### config.mk
export PLATFORM = sky130hd
export DESIGN_NAME = pwr_rail_monitor
export DESIGN_NICKNAME = d
export VERILOG_FILES = /design/src/rtl/pwr_rail_monitor.sv
export SDC_FILE = /design/constraint.sdc
export NUM_CORES = 1
export LEC_CHECK = 0
export BUFFER_PORTS_ARGS = -buffer_cell sky130_fd_sc_hd__buf_4
export CORE_UTILIZATION = 60
export CTS_BUF_LIST = sky130_fd_sc_hd__clkbuf_16
export DETAILED_ROUTE_END_ITERATION = 16
export PLACE_DENSITY = 0.89
export REMOVE_ABC_BUFFERS = 1
export SLEW_MARGIN = 20
export SYNTH_ARGS = -nofsm -noshare
export SYNTH_HDL_FRONTEND = slang
export SYNTH_SLANG_ARGS = --single-unit
### constraint.sdc
create_clock -name fsm_clk -period 2.6 [get_ports fsm_clk]
set_input_delay 0.39 -clock fsm_clk [delete_from_list [all_inputs] [get_ports fsm_clk]]
set_output_delay 0.39 -clock fsm_clk [all_outputs]
set_load 0.005 [all_outputs]
### src/rtl/pwr_rail_monitor.sv
// Rail enable sequencing and power-good supervision behind the power-init sequencer.
// Latency: rail_en follows step_req by 1 cycle; pg lags pgood_raw by 2 cycles (2+DEB_CYCLES with PGOOD_DEBOUNCE_EN).
// Backpressure: none; fault shutdown sheds rails highest-first, OFF_GAP apart, then holds until fault_clr with no requests.
// Optional build macro: PGOOD_DEBOUNCE_EN adds a per-rail DEB_CYCLES debounce on the synchronised power-good.
module pwr_rail_monitor #(
  parameter int N_RAIL     = 6,
  parameter int TMO_W      = 20,
  parameter int PG_TIMEOUT = 100000,
  parameter int OFF_GAP    = 1000,
  parameter int DEB_CYCLES = 16
) (
  input  logic              fsm_clk,
  input  logic              reset,
  input  logic [N_RAIL-1:0] step_req,
  input  logic [N_RAIL-1:0] pgood_raw,
  input  logic              fault_clr,
  output logic [N_RAIL-1:0] rail_en,
  output logic              rails_ok,
  output logic              pwr_fault,
  output logic [2:0]        fault_rail,
  output logic [1:0]        fault_type,
  output logic              seq_busy
);

  localparam logic [2:0] ST_IDLE   = 3'd0;
  localparam logic [2:0] ST_WAIT   = 3'd1;
  localparam logic [2:0] ST_RUN    = 3'd2;
  localparam logic [2:0] ST_SHUTDN = 3'd3;
  localparam logic [2:0] ST_HOLD   = 3'd4;

  localparam logic [1:0] FT_NONE    = 2'b00;
  localparam logic [1:0] FT_TIMEOUT = 2'b01;
  localparam logic [1:0] FT_DROPOUT = 2'b10;

  localparam int              GAP_W    = $clog2(OFF_GAP + 1);
  localparam logic [TMO_W-1:0] TMO_LAST = TMO_W'(PG_TIMEOUT - 1);
  localparam logic [GAP_W-1:0] GAP_LAST = GAP_W'(OFF_GAP - 1);

  logic [N_RAIL-1:0] pg_meta, pg_sync, pg;
  logic [2:0]        state, state_nxt;
  logic [2:0]        cur_rail, cur_rail_nxt;
  logic [TMO_W-1:0]  timer, timer_nxt;
  logic [GAP_W-1:0]  gap_cnt, gap_nxt;
  logic [N_RAIL-1:0] checked, checked_nxt, set_chk;
  logic [N_RAIL-1:0] shed_mask, shed_nxt;
  logic [N_RAIL-1:0] rail_en_nxt;
  logic [N_RAIL-1:0] new_rails, new_rest, dropped;
  logic              fault_nxt;
  logic [2:0]        frail_nxt;
  logic [1:0]        ftype_nxt;

  // Index of the lowest set bit (0 when the vector is empty).
  function automatic logic [2:0] low_idx(input logic [N_RAIL-1:0] v);
    logic [2:0] idx;
    idx = '0;
    for (int i = N_RAIL - 1; i >= 0; i--) begin
      if (v[i]) idx = 3'(i);
    end
    return idx;
  endfunction

  // One-hot of the highest set bit (0 when the vector is empty).
  function automatic logic [N_RAIL-1:0] top_bit(input logic [N_RAIL-1:0] v);
    logic [N_RAIL-1:0] r;
    r = '0;
    for (int i = 0; i < N_RAIL; i++) begin
      if (v[i]) r = N_RAIL'(1) << i;
    end
    return r;
  endfunction

  // Two-flop synchroniser for the asynchronous power-good pins.
  always_ff @(posedge fsm_clk) begin
    if (reset) begin
      pg_meta <= '0;
      pg_sync <= '0;
    end else begin
      pg_meta <= pgood_raw;
      pg_sync <= pg_meta;
    end
  end

`ifdef PGOOD_DEBOUNCE_EN
  localparam int DEB_W = $clog2(DEB_CYCLES + 1);

  logic [DEB_W-1:0]  deb_cnt [N_RAIL];
  logic [N_RAIL-1:0] pg_qual;

  // Qualified pg flips only after DEB_CYCLES consecutive differing samples.
  always_ff @(posedge fsm_clk) begin
    if (reset) begin
      pg_qual <= '0;
      for (int i = 0; i < N_RAIL; i++) deb_cnt[i] <= '0;
    end else begin
      for (int i = 0; i < N_RAIL; i++) begin
        if (pg_sync[i] != pg_qual[i]) begin
          if (deb_cnt[i] == DEB_W'(DEB_CYCLES - 1)) begin
            pg_qual[i] <= pg_sync[i];
            deb_cnt[i] <= '0;
          end else begin
            deb_cnt[i] <= deb_cnt[i] + DEB_W'(1);
          end
        end else begin
          deb_cnt[i] <= '0;
        end
      end
    end
  end

  assign pg = pg_qual;
`else
  assign pg = pg_sync;
`endif

  assign new_rails = rail_en & ~checked;
  assign dropped   = checked & ~pg;

  // Next-state logic: ramp supervision, dropout detection, ordered shedding and clear gating.
  always_comb begin
    state_nxt    = state;
    cur_rail_nxt = cur_rail;
    timer_nxt    = timer;
    gap_nxt      = gap_cnt;
    shed_nxt     = shed_mask;
    set_chk      = '0;
    new_rest     = '0;
    fault_nxt    = pwr_fault;
    ftype_nxt    = fault_type;
    frail_nxt    = fault_rail;
    rail_en_nxt  = step_req & ~shed_mask;

    case (state)
      ST_IDLE: begin
        if (|new_rails) begin
          state_nxt    = ST_WAIT;
          cur_rail_nxt = low_idx(new_rails);
          timer_nxt    = '0;
        end
      end

      ST_WAIT: begin
        timer_nxt = (timer == TMO_LAST) ? timer : timer + TMO_W'(1);
        if (pg[cur_rail]) begin
          // pg wins over a coincident timeout.
          set_chk[cur_rail] = 1'b1;
          new_rest = new_rails & ~(N_RAIL'(1) << cur_rail);
          if (|new_rest) begin
            cur_rail_nxt = low_idx(new_rest);
            timer_nxt    = '0;
          end else begin
            state_nxt = ST_RUN;
          end
        end else if (!rail_en[cur_rail]) begin
          // Request withdrawn before power-good: not a fault.
          state_nxt = (rail_en == '0) ? ST_IDLE : ST_RUN;
        end else if (timer == TMO_LAST) begin
          state_nxt = ST_SHUTDN;
          fault_nxt = 1'b1;
          ftype_nxt = FT_TIMEOUT;
          frail_nxt = cur_rail;
          gap_nxt   = '0;
        end
      end

      ST_RUN: begin
        if (|dropped) begin
          state_nxt = ST_SHUTDN;
          fault_nxt = 1'b1;
          ftype_nxt = FT_DROPOUT;
          frail_nxt = low_idx(dropped);
          gap_nxt   = '0;
        end else if (|new_rails) begin
          state_nxt    = ST_WAIT;
          cur_rail_nxt = low_idx(new_rails);
          timer_nxt    = '0;
        end else if (rail_en == '0) begin
          state_nxt = ST_IDLE;
        end
      end

      ST_SHUTDN: begin
        // Shed the highest enabled rail now, then one more every OFF_GAP cycles.
        if (gap_cnt == '0) begin
          shed_nxt = shed_mask | top_bit(rail_en & ~shed_mask);
          gap_nxt  = GAP_LAST;
        end else begin
          gap_nxt = gap_cnt - GAP_W'(1);
        end
        rail_en_nxt = rail_en & ~shed_nxt;
        if (rail_en == '0) begin
          state_nxt   = ST_HOLD;
          rail_en_nxt = '0;
        end
      end

      ST_HOLD: begin
        rail_en_nxt = '0;
        // Clearing with requests still asserted would re-power uncontrolled.
        if (fault_clr && (step_req == '0)) begin
          state_nxt = ST_IDLE;
          fault_nxt = 1'b0;
          ftype_nxt = FT_NONE;
          frail_nxt = '0;
          shed_nxt  = '0;
          gap_nxt   = '0;
        end
      end

      default: begin
        state_nxt   = ST_IDLE;
        rail_en_nxt = '0;
      end
    endcase

    checked_nxt = (checked | set_chk) & rail_en_nxt;
  end

  // State and output registers; reset drops every rail at once.
  always_ff @(posedge fsm_clk) begin
    if (reset) begin
      state      <= ST_IDLE;
      cur_rail   <= '0;
      timer      <= '0;
      gap_cnt    <= '0;
      checked    <= '0;
      shed_mask  <= '0;
      rail_en    <= '0;
      rails_ok   <= 1'b0;
      pwr_fault  <= 1'b0;
      fault_type <= FT_NONE;
      fault_rail <= '0;
      seq_busy   <= 1'b0;
    end else begin
      state      <= state_nxt;
      cur_rail   <= cur_rail_nxt;
      timer      <= timer_nxt;
      gap_cnt    <= gap_nxt;
      checked    <= checked_nxt;
      shed_mask  <= shed_nxt;
      rail_en    <= rail_en_nxt;
      rails_ok   <= (state_nxt == ST_RUN) && (&checked_nxt);
      pwr_fault  <= fault_nxt;
      fault_type <= ftype_nxt;
      fault_rail <= frail_nxt;
      seq_busy   <= (state_nxt == ST_WAIT) || (state_nxt == ST_SHUTDN);
    end
  end

endmodule

==> summary.md <==
| Metric | Value |
|---|---|
| Total length of routed met2 wires | 5.335 mm |
| Bufs on Longest Clock Path | 2 |
| Met3 routed WL | 614 um |
| CTS buffer count | 9 |
| CTS Root Cell | clkbuf_16 |
| Clk_lat worst skew | 0.34 ns |
| Largest net degree at the start of global routing | 53 |
| Clock sinks | 74 |
| Power per cell area | 767.7 mW/mm^2 |
| Global Route Usage Sum | 0.3051 |
| Reg clk slew, reported paths | about 0.06 ns |
| Final Critical Period | 2.411 ns |
| Worst IR drop on VDD | 686.2 uV |
| Post-synth EDFFs | 0 |
| Overall Power | 3.565 mW |
| Hold Path Class | in2reg |
| WP data required | around 2.8 ns |
| Final worst setup slack | 0.1887 ns |
| Syn avg cell area | 8.589 um^2 |
| Die H | about 84 um |
| Post-synthesis async set-or-reset flop share | 0 |
| Run status | finished clean |
| Final #Nets | 517 |
| Fin. Hold Viols | 0 |
| CTS tree | yes |
| IO Pins | 29 |
| Post-synth top flop | dfxtp_1 |
| Via Count | 3831 |
| Met1 WL | 4.346 mm |
| Area leader, netlist | dfxtp_1 |
| Fmax achieved | 0.4147 GHz |
| H-tree Lvls | 3 |
| Fillers | 480 |
| WL final | 10.44 mm |
| Chip Width | 83.68 um |
| Final worst-path cycle share | 0.9274 |
| Synth top area cells | dfxtp_1 (37%), nor2_1 (3.8%), a21oi_1 (3.6%) |
| Number of global-route vias before repair | about 3700 |
| Pre-Repair DR Iteration Count | 5 |
| First-pass GRT wire length | 17.19 mm |
| Reg area | between 0.001 and 0.0015 mm^2 |
| Setup Total Neg Slack | 0 ns |
| Vias/cell | 6.594 |
| Area taken by multi-input logic gates | 0.002344 mm^2 |
| Input/output buffers | 28 |
| YS warnings | 0 |
| Initial antenna violation count | 0 |
| Clock Skew | 0.008875 ns |
| DR WL/cell | 17.97 um |
| Placed Instances | 565 |
| DP Worst Slack | around 0.034 ns |
| Placer congestion estimate | 0.8755 |
| Slew margin rel. | 0.5948 |
| Antenna cells | 0 |
| Final core occ | 0.7273 |
| Rows | 29 |
| Final antenna-violating net count | 0 |
| HP Start | pgood_raw[3] |
| CP Launch Point | state[1] |
| Non-Filler Instances | between 500 and 600 |
| CP Launch Type | register |
| Post-DP HPWL | about 7.2 mm |
| Setup Buffers After CTS | 0 |
| Mapped cell area | 0.004003 mm^2 |
| Worst slew pin tran | roughly 0.6 ns |
| Initial drt markers | 363 |
| DRC | 0 |
| Core area | 0.006386 mm^2 |
| Initial Utilization | 0.6268 |
| Post-synthesis sequential area ratio | 0.3701 |
| Yosys top cell area share | 0.3701 |
| Launch point of the worst reg-to-reg path | state[1] |
| Synth-to-layout area growth | 16.04% |
| # setup viols final | 0 |
| Worst Path Max Fanout | 12 |
| Grt ovf | 0 |
| Slew Viols, Final | 0 |
| Unique cell type count in the Yosys netlist | 82 |
| Leak | 1.781 nW |
| CP Class | reg2reg |
| Mapped Cells | 466 |
| Die Area | roughly 0.007 mm^2 |
| Share of cells above drive strength 1 | 0.1726 |
| Top Layer Used | met4 |
| Cts hold-fix bufs | 0 |
| Flops & latches, synth | 74 |
| Worst setup EP type | register |
| Total of max-cap violations | 0 |
| CP arrival | 2.63 ns |
==> stage by stage <==
stage,hold WS (ns),cell area [um^2]
after detailed placement,0.4335,4325
after global placement,0.4152,4325
final,0.2583,4644
after CTS,0.2586,4628
after global routing,0.2656,4644
after floorplan,0.4138,3864
==> registers in the layout, summed over array words and instances (netlist names), 2 cells and up <==
name / cells
timer: 20
gap_cnt: 10
checked: 6
pg: 6
pg_meta: 6
rail_en: 6
shed_mask: 6
cur_rail: 3
fault_rail: 3
state: 3
fault_type: 2
==> metal layers <==
metal / track usage / up-vias
li1: - / 1824
met1: 0.3709 / 1837
met3: 0.06330 / 15
met2: 0.5314 / 155
met5: 0 / -
met4: 0.1094 / 0
==> cell type report <==
type / count / share of cell area
Multi-Input combinational cell: 353 / 0.5046
Sequential cell: 74 / 0.3195
Timing Repair Buffer: 47 / 0.07866
Clock buffer: 9 / 0.04849
Tap cell: 77 / 0.02074
Clock inverter: 7 / 0.01670
Inverter: 14 / 0.01131
==> worst max-delay path: stages, from the launching register on <==
cell and delay [ns]:
dfxtp_1 0.48, inv_1 0.14, nor3_1 0.34, buf_4 0.26, o211ai_1 0.13, a211oi_1 0.38, nand4b_1 0.21, nor4_1 0.36
==> power by group <==
part           leakage [nW]  internal, mW  switching (mW)
Sequential            0.603          1.21           0.135
Clock                 0.142         0.751           0.514
Combinational          1.04         0.396           0.564
==> cell usage in the layout (no fill, tap or decap), drive strengths merged, types with 4 or more instances in the layout <==
cell,count
nor4,5
a21oi,29
o21ai,21
or3,8
a41oi,4
nand2,27
and3,13
nor2,40
dfxtp,74
nand3b,4
a211oi,11
and2,8
o31ai,8
mux2i,8
xor2,5
nor2b,18
or4,9
nand4,12
clkbuf,9
nor3b,4
nand3,15
buf,47
a311oi,4
nor3,14
a31oi,4
a32oi,4
inv,16
nand2b,15
==> cells in the mapped netlist (all sizes together), types with 9 or more instances <==
master  count
nand2b     15
nor3       14
buf        15
and3       13
nor2       40
clkbuf     10
nand2      27
nand4      12
inv        14
or4         9
nand3      15
a211oi     11
o21ai      21
dfxtp      74
a21oi      29
nor2b      18
==> final timing paths <==
kind                      to  slack, ns  cells after the start
hold / removal    pg_meta[3]       0.26                      2
setup reg to reg    rails_ok       0.19                      7
hold reg to reg        pg[4]       0.44                      1
setup / recovery    rails_ok       0.19                      7
==> cells by family after synthesis <==
| group | synth area share |
|---|---|
| flip-flops | 0.3701 |
| XOR/XNOR | 0.01094 |
| multiplexers | 0.02282 |
| buffers and inverters | 0.04783 |
| adder cells (fa/ha/maj) | 0.009379 |
| AO/OA/AOI/OAI | 0.2366 |
| AND/OR/NAND/NOR | 0.3023 |
==> repair_timing <==
action,4_1_cts,5_1_grt
resized for setup,0,5
hold endpoints to repair,0,0
endpoints found under the setup margin,0,21
Note: power is estimated with default switching activity, not from simulation.
